File: src/rtl/sb_msg_req_queue.sv
`default_nettype none
// sb_msg_req_queue: LTSM request FIFO plus single-entry RDI slot arbitrated onto the sideband TX
// with busy handshake and accept timeout. Optional drop statistics: SB_MSG_REQ_QUEUE_STATS_EN.
module sb_msg_req_queue #(
    parameter int DEPTH          = 4,
    parameter int ACCEPT_TIMEOUT = 32
) (
    input  logic        i_clk,
    input  logic        i_rst_n,
    input  logic        i_flush,
    input  logic        i_ltsm_valid,
    output logic        o_ltsm_ready,
    input  logic [3:0]  i_state,
    input  logic [3:0]  i_sub_state,
    input  logic [3:0]  i_msg_no,
    input  logic [2:0]  i_msg_info,
    input  logic [15:0] i_data_bus,
    input  logic        i_data_valid,
    input  logic        i_rdi_valid,
    output logic        o_rdi_ready,
    input  logic [1:0]  i_rdi_msg_code,
    input  logic [3:0]  i_rdi_msg_sub_code,
    input  logic [1:0]  i_rdi_msg_info,
    input  logic        i_busy,
    output logic        o_msg_valid,
    output logic        o_rdi_msg,
    output logic [3:0]  o_state,
    output logic [3:0]  o_sub_state,
    output logic [3:0]  o_msg_no,
    output logic [2:0]  o_msg_info,
    output logic [15:0] o_data_bus,
    output logic        o_data_valid,
    output logic [1:0]  o_rdi_msg_code,
    output logic [3:0]  o_rdi_msg_sub_code,
    output logic [1:0]  o_rdi_msg_info,
`ifdef SB_MSG_REQ_QUEUE_STATS_EN
    output logic [7:0]  o_drop_cnt,
`endif
    output logic        o_timeout_err
);

    localparam int AW   = (DEPTH > 1) ? $clog2(DEPTH) : 1;
    localparam int CNTW = AW + 1;
    localparam int TW   = $clog2(ACCEPT_TIMEOUT + 1);
    localparam logic [CNTW-1:0] FULL_CNT = CNTW'(DEPTH);
    localparam logic [TW-1:0]   TO_LAST  = TW'(ACCEPT_TIMEOUT - 1);

    typedef enum logic [1:0] {
        IDLE        = 2'd0,
        ISSUE       = 2'd1,
        WAIT_ACCEPT = 2'd2,
        WAIT_DONE   = 2'd3
    } state_e;

    state_e          state_q, state_d;
    logic [AW-1:0]   wr_ptr_q, wr_ptr_d;
    logic [AW-1:0]   rd_ptr_q, rd_ptr_d;
    logic [CNTW-1:0] count_q, count_d;
    logic [31:0]     mem_q [DEPTH];
    logic            rdi_full_q, rdi_full_d;
    logic [7:0]      rdi_entry_q, rdi_entry_d;
    logic            src_rdi_q, src_rdi_d;
    logic [TW-1:0]   tmo_cnt_q, tmo_cnt_d;
    logic [31:0]     ltsm_out_q;
    logic [7:0]      rdi_out_q;

    logic        fifo_full, fifo_empty;
    logic        push, rdi_push, pop_ltsm, pop_rdi;
    logic        load, retire, timeout;
    logic [31:0] w_entry, fifo_head;

    assign fifo_full  = (count_q == FULL_CNT);
    assign fifo_empty = (count_q == '0);
    assign push       = i_ltsm_valid && !fifo_full;
    assign rdi_push   = i_rdi_valid && !rdi_full_q;
    assign pop_ltsm   = retire && !src_rdi_q;
    assign pop_rdi    = retire && src_rdi_q;
    assign w_entry    = {i_state, i_sub_state, i_msg_no, i_msg_info, i_data_valid, i_data_bus};
    assign fifo_head  = mem_q[rd_ptr_q];

    // Sequencer: the RDI slot has priority; an entry leaves the queue only when retired.
    always_comb begin
        state_d   = state_q;
        src_rdi_d = src_rdi_q;
        tmo_cnt_d = '0;
        load      = 1'b0;
        retire    = 1'b0;
        timeout   = 1'b0;
        case (state_q)
            IDLE: begin
                if (rdi_full_q || !fifo_empty) begin
                    state_d   = ISSUE;
                    src_rdi_d = rdi_full_q;
                    load      = 1'b1;
                end
            end
            ISSUE: state_d = WAIT_ACCEPT;
            WAIT_ACCEPT: begin
                if (i_busy) begin
                    state_d = WAIT_DONE;
                end else if (tmo_cnt_q == TO_LAST) begin
                    state_d = IDLE;
                    timeout = 1'b1;
                    retire  = 1'b1;
                end else begin
                    tmo_cnt_d = tmo_cnt_q + 1'b1;
                end
            end
            WAIT_DONE: begin
                if (!i_busy) begin
                    state_d = IDLE;
                    retire  = 1'b1;
                end
            end
            default: state_d = IDLE;
        endcase
        if (i_flush) begin
            state_d   = IDLE;
            tmo_cnt_d = '0;
            load      = 1'b0;
            retire    = 1'b0;
            timeout   = 1'b0;
        end
    end

    always_comb begin
        wr_ptr_d    = wr_ptr_q;
        rd_ptr_d    = rd_ptr_q;
        count_d     = count_q;
        rdi_full_d  = rdi_full_q;
        rdi_entry_d = rdi_entry_q;
        if (push) begin
            wr_ptr_d = wr_ptr_q + 1'b1;
        end
        if (pop_ltsm) begin
            rd_ptr_d = rd_ptr_q + 1'b1;
        end
        case ({push, pop_ltsm})
            2'b10:   count_d = count_q + 1'b1;
            2'b01:   count_d = count_q - 1'b1;
            default: count_d = count_q;
        endcase
        if (pop_rdi) begin
            rdi_full_d = 1'b0;
        end
        if (rdi_push) begin
            rdi_full_d  = 1'b1;
            rdi_entry_d = {i_rdi_msg_code, i_rdi_msg_sub_code, i_rdi_msg_info};
        end
        if (i_flush) begin
            wr_ptr_d   = '0;
            rd_ptr_d   = '0;
            count_d    = '0;
            rdi_full_d = 1'b0;
        end
    end

    always_ff @(posedge i_clk) begin
        if (push && !i_flush) begin
            mem_q[wr_ptr_q] <= w_entry;
        end
    end

    always_ff @(posedge i_clk or negedge i_rst_n) begin
        if (!i_rst_n) begin
            state_q     <= IDLE;
            wr_ptr_q    <= '0;
            rd_ptr_q    <= '0;
            count_q     <= '0;
            rdi_full_q  <= 1'b0;
            rdi_entry_q <= '0;
            src_rdi_q   <= 1'b0;
            tmo_cnt_q   <= '0;
            ltsm_out_q  <= '0;
            rdi_out_q   <= '0;
        end else begin
            state_q     <= state_d;
            wr_ptr_q    <= wr_ptr_d;
            rd_ptr_q    <= rd_ptr_d;
            count_q     <= count_d;
            rdi_full_q  <= rdi_full_d;
            rdi_entry_q <= rdi_entry_d;
            src_rdi_q   <= src_rdi_d;
            tmo_cnt_q   <= tmo_cnt_d;
            // Issued fields are captured once per transaction; the other path keeps its last value.
            if (load) begin
                if (rdi_full_q) begin
                    rdi_out_q <= rdi_entry_q;
                end else begin
                    ltsm_out_q <= fifo_head;
                end
            end
        end
    end

    assign o_ltsm_ready  = !fifo_full;
    assign o_rdi_ready   = !rdi_full_q;
    assign o_msg_valid   = (state_q == ISSUE) && !src_rdi_q;
    assign o_rdi_msg     = (state_q == ISSUE) && src_rdi_q;
    assign o_timeout_err = timeout;
    assign {o_state, o_sub_state, o_msg_no, o_msg_info, o_data_valid, o_data_bus} = ltsm_out_q;
    assign {o_rdi_msg_code, o_rdi_msg_sub_code, o_rdi_msg_info} = rdi_out_q;

`ifdef SB_MSG_REQ_QUEUE_STATS_EN
    logic [7:0] drop_cnt_q;
    logic [1:0] drop_inc;
    logic [8:0] drop_sum;

    always_comb begin
        drop_inc = {1'b0, (i_ltsm_valid && fifo_full && !i_flush)} + {1'b0, timeout};
        drop_sum = {1'b0, drop_cnt_q} + {7'b0, drop_inc};
    end

    always_ff @(posedge i_clk or negedge i_rst_n) begin
        if (!i_rst_n) begin
            drop_cnt_q <= '0;
        end else begin
            drop_cnt_q <= drop_sum[8] ? 8'hFF : drop_sum[7:0];
        end
    end

    assign o_drop_cnt = drop_cnt_q;
`endif

endmodule
`default_nettype wire

File: config.mk
export PLATFORM = sky130hd
export DESIGN_NAME = sb_msg_req_queue
export DESIGN_NICKNAME = d
export VERILOG_FILES = /design/src/rtl/sb_msg_req_queue.sv
export SDC_FILE = /design/constraint.sdc
export NUM_CORES = 1
export LEC_CHECK = 0
export CAP_MARGIN = 20
export CELL_PAD_IN_SITES_DETAIL_PLACEMENT = 0
export CELL_PAD_IN_SITES_GLOBAL_PLACEMENT = 1
export CORE_MARGIN = 5
export CORE_UTILIZATION = 45
export CTS_BUF_LIST = sky130_fd_sc_hd__clkbuf_16
export DETAILED_ROUTE_END_ITERATION = 6
export GPL_ROUTABILITY_DRIVEN = 0
export HOLD_SLACK_MARGIN = 0.02
export PLACE_DENSITY = 0.72
export SYNTH_ARGS = -nofsm -noshare
export SYNTH_HDL_FRONTEND = slang
export SYNTH_SLANG_ARGS = --single-unit
File: constraint.sdc
create_clock -name i_clk -period 4.5 [get_ports i_clk]
set_input_delay 0.9 -clock i_clk [delete_from_list [all_inputs] [get_ports i_clk]]
set_output_delay 0.9 -clock i_clk [all_outputs]
set_load 0.01 [all_outputs]
==> summary.json, run 1 <==
{
  "status": "completed",
  "place_ws_ps": 941,
  "data_arrival_at_the_endpoint_of_the_critical_path_ps": 2660,
  "floorplan.io_pins": 91,
  "routedWlPerCell_um": 18.5,
  "finish.instance_area_mm2": 0.00909,
  "htree_levels": 4,
  "via_count_of_the_first_global_routing_pass": 3888,
  "crit_path_cell_trace": "clkdlybuf4s50_1 > buf_4 > or3_1 > nor3_1 > clkdlybuf4s50_1",
  "diodes": 0,
  "period_share_pct": 79.2,
  "critical_path.endpoint_type": "output port",
  "die_h_um": 138,
  "critPathKind": "in2out",
  "place.port_buffers": 90,
  "clkLatencyLatePin_ps": 430,
  "grt_pass1_wl_um": 20500,
  "placement.cell_area_mm2": 0.00846,
  "worst-r2r-cell-count": 7,
  "syn-mean-instance-area_um2": 20.1,
  "worst_ir_drop_vdd_mv": 0.289,
  "relSlewSlack_pct": 38.9,
  "vias_cell": 5.15,
  "netlist_area_mm2": 0.00733,
  "r2r_end": "count_q[2]",
  "drt_iter0_markers": 152,
  "route.final.wire_length_um": 12800,
  "cts_tree": "done",
  "final_layout_size_suffix_gt1_share_pct": 25.1,
  "synth-edff-count": 128,
  "antenna_violations_before_repair": 0,
  "cts_hold_buffers": 0,
  "fraction_of_synthesis_flops_using_an_asynchronous_set_or_reset_pin_pct": 33.7,
  "synth.ff_latch_count": 193,
  "timing.critical_path.buf_inv": 3,
  "holdPathStages": 1,
  "clk_pin_slew_ps": 60,
  "setup_viol_count_final": 0,
  "final_core_util_pct": 57.0,
  "grt_use_total_pct": 14.7,
  "fp.dieArea_mm2": 0.0189,
  "worstMarginPinSlew_ps": 917,
  "netlist-cell-type-count": 39,
  "r2r-start": "tmo_cnt_q[0]",
  "critical_path.most_common_cell": "sky130_fd_sc_hd__clkdlybuf4s50_1",
  "worst_clock_skew_ps": 6.87,
  "place_hpwl_um": 7790,
  "grt_max_degree": 66,
  "fin_cells": 690,
  "cts.sink_count": 193,
  "area_share_of_the_largest_cell_type_after_synthesis_pct": 52.4,
  "final.min_clock_period_ps": 3560,
  "holdWs_ps": 469,
  "dominantRegCellSynth": "sky130_fd_sc_hd__edfxtp_1",
  "critPathLaunchType": "primary input",
  "synth_nets": 416,
  "synth_area_leaders": "sky130_fd_sc_hd__edfxtp_1 52%, sky130_fd_sc_hd__dfrtp_1 22%, sky130_fd_sc_hd__mux4_2 9.8%",
  "cp_max_fo": 17,
  "cp.required_ps": 3600,
  "whs_endpoint": "tmo_cnt_q[0]",
  "detail-route-antenna-nets": 0,
  "totalPowerFinal_mw": 4.52,
  "placed_cells": 658,
  "timing.critical_path.slowest_stage_cell": "sky130_fd_sc_hd__clkdlybuf4s50_1",
  "timing.hold.worst.class": "reg2reg",
  "synth.largest_area_cell": "sky130_fd_sc_hd__edfxtp_1",
  "holdCritStartpoint": "tmo_cnt_q[0]",
  "final_critical_path_setup_slack_ps": 936,
  "remaining_drc_errors": 0,
  "r2r_setup_slack_ps": 2210,
  "die_width_um": 138,
  "final_cell_mix": "128 x sky130_fd_sc_hd__edfxtp_1, 89 x sky130_fd_sc_hd__clkdlybuf4s50_1, 63 x sky130_fd_sc_hd__dfrtp_1",
  "leakagePower_nw": 3.16,
  "layout_commonest_cell": "sky130_fd_sc_hd__edfxtp_1",
  "cts.repair.resized": 0,
  "cts_made_buffers": 17,
  "finalSetupTns_ps": 0,
  "final-max-slew-violation-count": 0,
  "post_cts_setup_inserts": 0,
  "syn_to_final_growth_pct": 24.0,
  "dr_total_vias": 3553,
  "synth_seq_area_share_pct": 74.6,
  "critical-path-top-delay-family": "buffers and inverters",
  "max-cap-violations": 0,
  "yosys_warnings": 0,
  "placementRows": 46,
  "finalHoldViolCount": 0,
  "initial_core_util_pct": 46.0,
  "ctsRootBufferMaster": "sky130_fd_sc_hd__clkbuf_16",
  "fmax_mhz": 281,
  "netlist_instances": 364,
  "drtPass1Iterations": 4,
  "power_density_mw_per_mm2": 497,
  "core_region_area_mm2": 0.0159,
  "grt.overflow.total": 0,
  "setup_repair_after_global_routing_missed_its_margin": "no",
  "design.final.nets": 513,
  "slowest_delay_ps": 560,
  "largest_buffer_count_on_any_clock_path": 2
}
[cell families after synthesis]
family,count (synthesis),synth area share [%]
AOI/OAI and AO/OA,11,1.08
DFF,193,74.6
buffers and inverters,18,1.16
adders and majority gates,6,1.13
muxes,82,17.5
and+or+nand+nor,47,3.70
xor gates and xnor gates,7,0.836
[where the power goes]
group          internal (mW)  total, mW  switching, mW  leakage [nW]
clock                  0.937       1.59          0.649         0.301
sequential              2.10       2.21          0.104          1.96
combinational          0.450      0.731          0.281         0.905
[synthesized netlist by cell type (4+ instances only)]
cell and instances:
sky130_fd_sc_hd__edfxtp_1 128, sky130_fd_sc_hd__dfrtp_1 65, sky130_fd_sc_hd__mux2_2 40, sky130_fd_sc_hd__mux4_2 32, sky130_fd_sc_hd__nor2_1 14, sky130_fd_sc_hd__mux2_1 9
sky130_fd_sc_hd__buf_2 7, sky130_fd_sc_hd__clkbuf_1 6, sky130_fd_sc_hd__nor3_1 6, sky130_fd_sc_hd__and2_1 5, sky130_fd_sc_hd__ha_1 5, sky130_fd_sc_hd__a21oi_1 4
sky130_fd_sc_hd__nand2_1 4, sky130_fd_sc_hd__nand3_1 4, sky130_fd_sc_hd__xor2_1 4
[routing by layer]
metal | GRT usage (%) | vias to the layer above | wire length [um]
met5 | 0 | - | 0
met4 | 5.32 | 0 | 186
met3 | 3.98 | 19 | 643
met2 | 23.3 | 88 | 6190
met1 | 19.6 | 1835 | 5780
li1 | - | 1611 | -
[registers in the layout, indices dropped and copies added (netlist names)]
register and count:
mem_q 128, ltsm_out_q 32, rdi_entry_q 8, rdi_out_q 8, tmo_cnt_q 6, count_q 3, rd_ptr_q 2, state_q 2
wr_ptr_q 2, rdi_full_q 1, src_rdi_q 1
[cell type report]
type	count	area, um^2
fillers	1220	6850
flip-flops and latches	193	5470
multi-input cells	153	1790
repair buffers	93	921
clock buffers	17	425
well taps	216	270
clock inverters	15	205
inverters	3	11.3
[how the worst max path moves through the flow]
stage | slack, ps | startpoint | cells past startpoint | end
after floorplan | 1850 | i_flush | 3 | o_timeout_err
after global placement | 950 | i_flush | 5 | o_timeout_err
after detailed placement | 940 | i_busy | 5 | o_timeout_err
after CTS | 930 | i_flush | 5 | o_timeout_err
after global routing | 840 | i_busy | 5 | o_timeout_err
final | 940 | i_flush | 5 | o_timeout_err
(Power assumes the default switching activity.)
==> run 2: changes to the inputs <==
==> constraint.sdc (replaced) <==
create_clock -name i_clk -period 3.6 [get_ports i_clk]
set_input_delay 0.72 -clock i_clk [delete_from_list [all_inputs] [get_ports i_clk]]
set_output_delay 0.72 -clock i_clk [all_outputs]
set_load 0.01 [all_outputs]
==> summary.json, run 2 (synthesized netlist as in run 1, its figures left out) <==
{
  "finish.instance_area": {"value": 0.00912, "unit": "mm^2", "change": "+0.33%"},
  "critical-path-top-delay-family": "buffers and inverters",
  "totalPowerFinal": {"value": 5.49, "unit": "mW", "change": "+21%"},
  "cts_tree": "done",
  "die_width": {"value": 138, "unit": "um", "change": "unchanged"},
  "placementRows": {"value": 46, "change": "unchanged"},
  "placement.cell_area": {"value": 0.00856, "unit": "mm^2", "change": "+1.1%"},
  "largest_buffer_count_on_any_clock_path": {"value": 2, "change": "unchanged"},
  "via_count_of_the_first_global_routing_pass": {"value": 3899, "change": "+0.28%"},
  "cts_hold_buffers": {"value": 0, "change": "unchanged"},
  "place.port_buffers": {"value": 90, "change": "unchanged"},
  "period_share_pct": 88.4,
  "detail-route-antenna-nets": {"value": 0, "change": "unchanged"},
  "leakagePower": {"value": 3.18, "unit": "nW", "change": "+0.65%"},
  "r2r_setup_slack": {"value": 1310, "unit": "ps", "change": "-900 ps"},
  "layout_fillers": {"value": 1234, "change": "+1.1%"},
  "post_cts_setup_inserts": {"value": 0, "change": "unchanged"},
  "syn_to_final_growth_pct": 24.4,
  "cts.sink_count": {"value": 193, "change": "unchanged"},
  "top_reg_by_flops": "mem_q",
  "grt.overflow.total": {"value": 0, "change": "unchanged"},
  "critical_path.endpoint_type": "output port",
  "timing.critical_path.slowest_stage_cell": "sky130_fd_sc_hd__clkdlybuf4s50_1",
  "die_h": {"value": 138, "unit": "um", "change": "unchanged"},
  "relSlewSlack": {"value": 40.8, "unit": "%", "change": "+1.9 points"},
  "crit_path_cell_trace": "clkdlybuf4s50_1 > nand2b_1 > or3_1 > nor3_1 > clkdlybuf4s50_1",
  "finalHoldViolCount": {"value": 0, "change": "unchanged"},
  "setup_viol_count_final": {"value": 0, "change": "unchanged"},
  "initial_core_util": {"value": 46.0, "unit": "%", "change": "unchanged"},
  "final.min_clock_period_ps": 3180,
  "r2r-start": "tmo_cnt_q[0]",
  "vias_cell": {"value": 5.17, "change": "+0.49%"},
  "critPathLaunchType": "primary input",
  "htree_levels": {"value": 4, "change": "unchanged"},
  "floorplan.io_pins": {"value": 91, "change": "unchanged"},
  "final-max-slew-violation-count": {"value": 0, "change": "unchanged"},
  "worst_ir_drop_vdd": {"value": 0.318, "unit": "mV", "change": "+10%"},
  "layout_commonest_cell": "sky130_fd_sc_hd__edfxtp_1",
  "grt_pass1_wl": {"value": 21000, "unit": "um", "change": "+2.5%"},
  "data_arrival_at_the_endpoint_of_the_critical_path": {"value": 2460, "unit": "ps", "change": "-200 ps"},
  "final_layout_size_suffix_gt1_share": {"value": 25.1, "unit": "%", "change": "about the same"},
  "worst-r2r-cell-count": {"value": 7, "change": "unchanged"},
  "grt_max_degree": {"value": 66, "change": "unchanged"},
  "dr_total_vias": {"value": 3591, "change": "+1.1%"},
  "final_critical_path_setup_slack": {"value": 418, "unit": "ps", "change": "-518 ps"},
  "place_ws": {"value": 417, "unit": "ps", "change": "-524 ps"},
  "critPathKind": "in2out",
  "setup_repair_after_global_routing_missed_its_margin": "no",
  "timing.critical_path.buf_inv": {"value": 2, "change": "-1"},
  "max-cap-violations": {"value": 0, "change": "unchanged"},
  "cts.repair.resized": {"value": 0, "change": "unchanged"},
  "ctsRootBufferMaster": "sky130_fd_sc_hd__clkbuf_16",
  "route.final.wire_length": {"value": 13000, "unit": "um", "change": "+1.9%"},
  "worst_clock_skew": {"value": 9.09, "unit": "ps", "change": "+2.21 ps"},
  "cp.required": {"value": 2880, "unit": "ps", "change": "-720 ps"},
  "finalSetupTns": {"value": 0, "unit": "ps", "change": "unchanged"},
  "largest_reg_flops": {"value": 128, "change": "unchanged"},
  "power_density": {"value": 602, "unit": "mW/mm^2", "change": "+21%"},
  "routedWlPerCell": {"value": 18.8, "unit": "um", "change": "+1.3%"},
  "clk_pin_slew": {"value": 60, "unit": "ps", "change": "about the same"},
  "layout_top_registers": "mem_q x128, ltsm_out_q x32",
  "grt_use_total": {"value": 14.9, "unit": "%", "change": "+0.26 points"},
  "fp.dieArea": {"value": 0.0189, "unit": "mm^2", "change": "unchanged"},
  "critical_path.most_common_cell": "sky130_fd_sc_hd__clkdlybuf4s50_1",
  "place_hpwl": {"value": 7980, "unit": "um", "change": "+2.4%"},
  "fmax_mhz": 314,
  "status": "completed",
  "r2r_end": "count_q[2]",
  "drt_iter0_markers": {"value": 143, "change": "-5.9%"},
  "worstMarginPinSlew": {"value": 888, "unit": "ps", "change": "-28.8 ps"},
  "diodes": {"value": 0, "change": "unchanged"},
  "timing.hold.worst.class": "in2async",
  "cts_made_buffers": {"value": 17, "change": "unchanged"},
  "antenna_violations_before_repair": {"value": 0, "change": "unchanged"},
  "design.final.nets": {"value": 517, "change": "+0.78%"},
  "cp_max_fo": {"value": 5, "change": "-12"},
  "final_core_util": {"value": 57.2, "unit": "%", "change": "+0.19 points"},
  "remaining_drc_errors": {"value": 0, "change": "unchanged"},
  "core_region_area": {"value": 0.0159, "unit": "mm^2", "change": "unchanged"},
  "clkLatencyLatePin": {"value": 420, "unit": "ps", "change": "about the same"},
  "slowest_delay": {"value": 560, "unit": "ps", "change": "about the same"},
  "drtPass1Iterations": {"value": 4, "change": "unchanged"},
  "final_cell_mix": "128 x sky130_fd_sc_hd__edfxtp_1, 89 x sky130_fd_sc_hd__clkdlybuf4s50_1, 63 x sky130_fd_sc_hd__dfrtp_1",
  "setup.worst_path.start": "i_busy"
}
run 2: stage by stage:
stage | hold WS [ps] | std cells
floorplan | 424 | 364
CTS | 470 | 694
global route | 498 | 694
finish | 423 | 694
detailed placement | 474 | 662
global placement | 451 | 662
run 2: how the worst max path moves through the flow:
| stage | to | slack (ps) | cells after the start |
|---|---|---|---|
| floorplan | mem_q[0][0] | 1140 | 4 |
| global placement | o_timeout_err | 410 | 5 |
| detailed placement | o_timeout_err | 420 | 5 |
| CTS | o_timeout_err | 410 | 5 |
| global route | o_timeout_err | 300 | 5 |
| finish | o_timeout_err | 420 | 5 |
run 2: final cells by class:
type,count,area (um^2),share of cell area [%]
Clock buffer,17,425,4.66
Clock inverter,15,143,1.56
Inverter,3,11.3,0.123
Sequential cell,193,5470,60.0
Timing Repair Buffer,97,1010,11.1
Tap cell,216,270,2.96
Multi-Input combinational cell,153,1790,19.6
run 2: worst register-to-register path: cells and delay by family (launching register included):
kind	cells	cell delay, ps
AO/OA/AOI/OAI	1	340
adder cells (fa/ha/maj)	2	440
flip-flops	1	380
multiplexers	2	530
AND/OR/NAND/NOR	2	480
run 2: where the power goes:
part           leakage, nW  internal, mW  total, mW  switching (mW)
clock network        0.285          1.02       1.81           0.795
logic                0.941         0.569      0.917           0.348
registers             1.96          2.63       2.76           0.134
run 2: layer usage:
| layer | wire length [um] | part of all wire (%) | up-vias | global-route usage (%) |
|---|---|---|---|---|
| met5 | 0 | 0 | - | 0 |
| met4 | 121 | 0.93 | 0 | 4.66 |
| met3 | 679 | 5.2 | 10 | 4.20 |
| met2 | 6540 | 50 | 88 | 24.1 |
| met1 | 5700 | 44 | 1870 | 19.8 |
| li1 | - | - | 1623 | - |
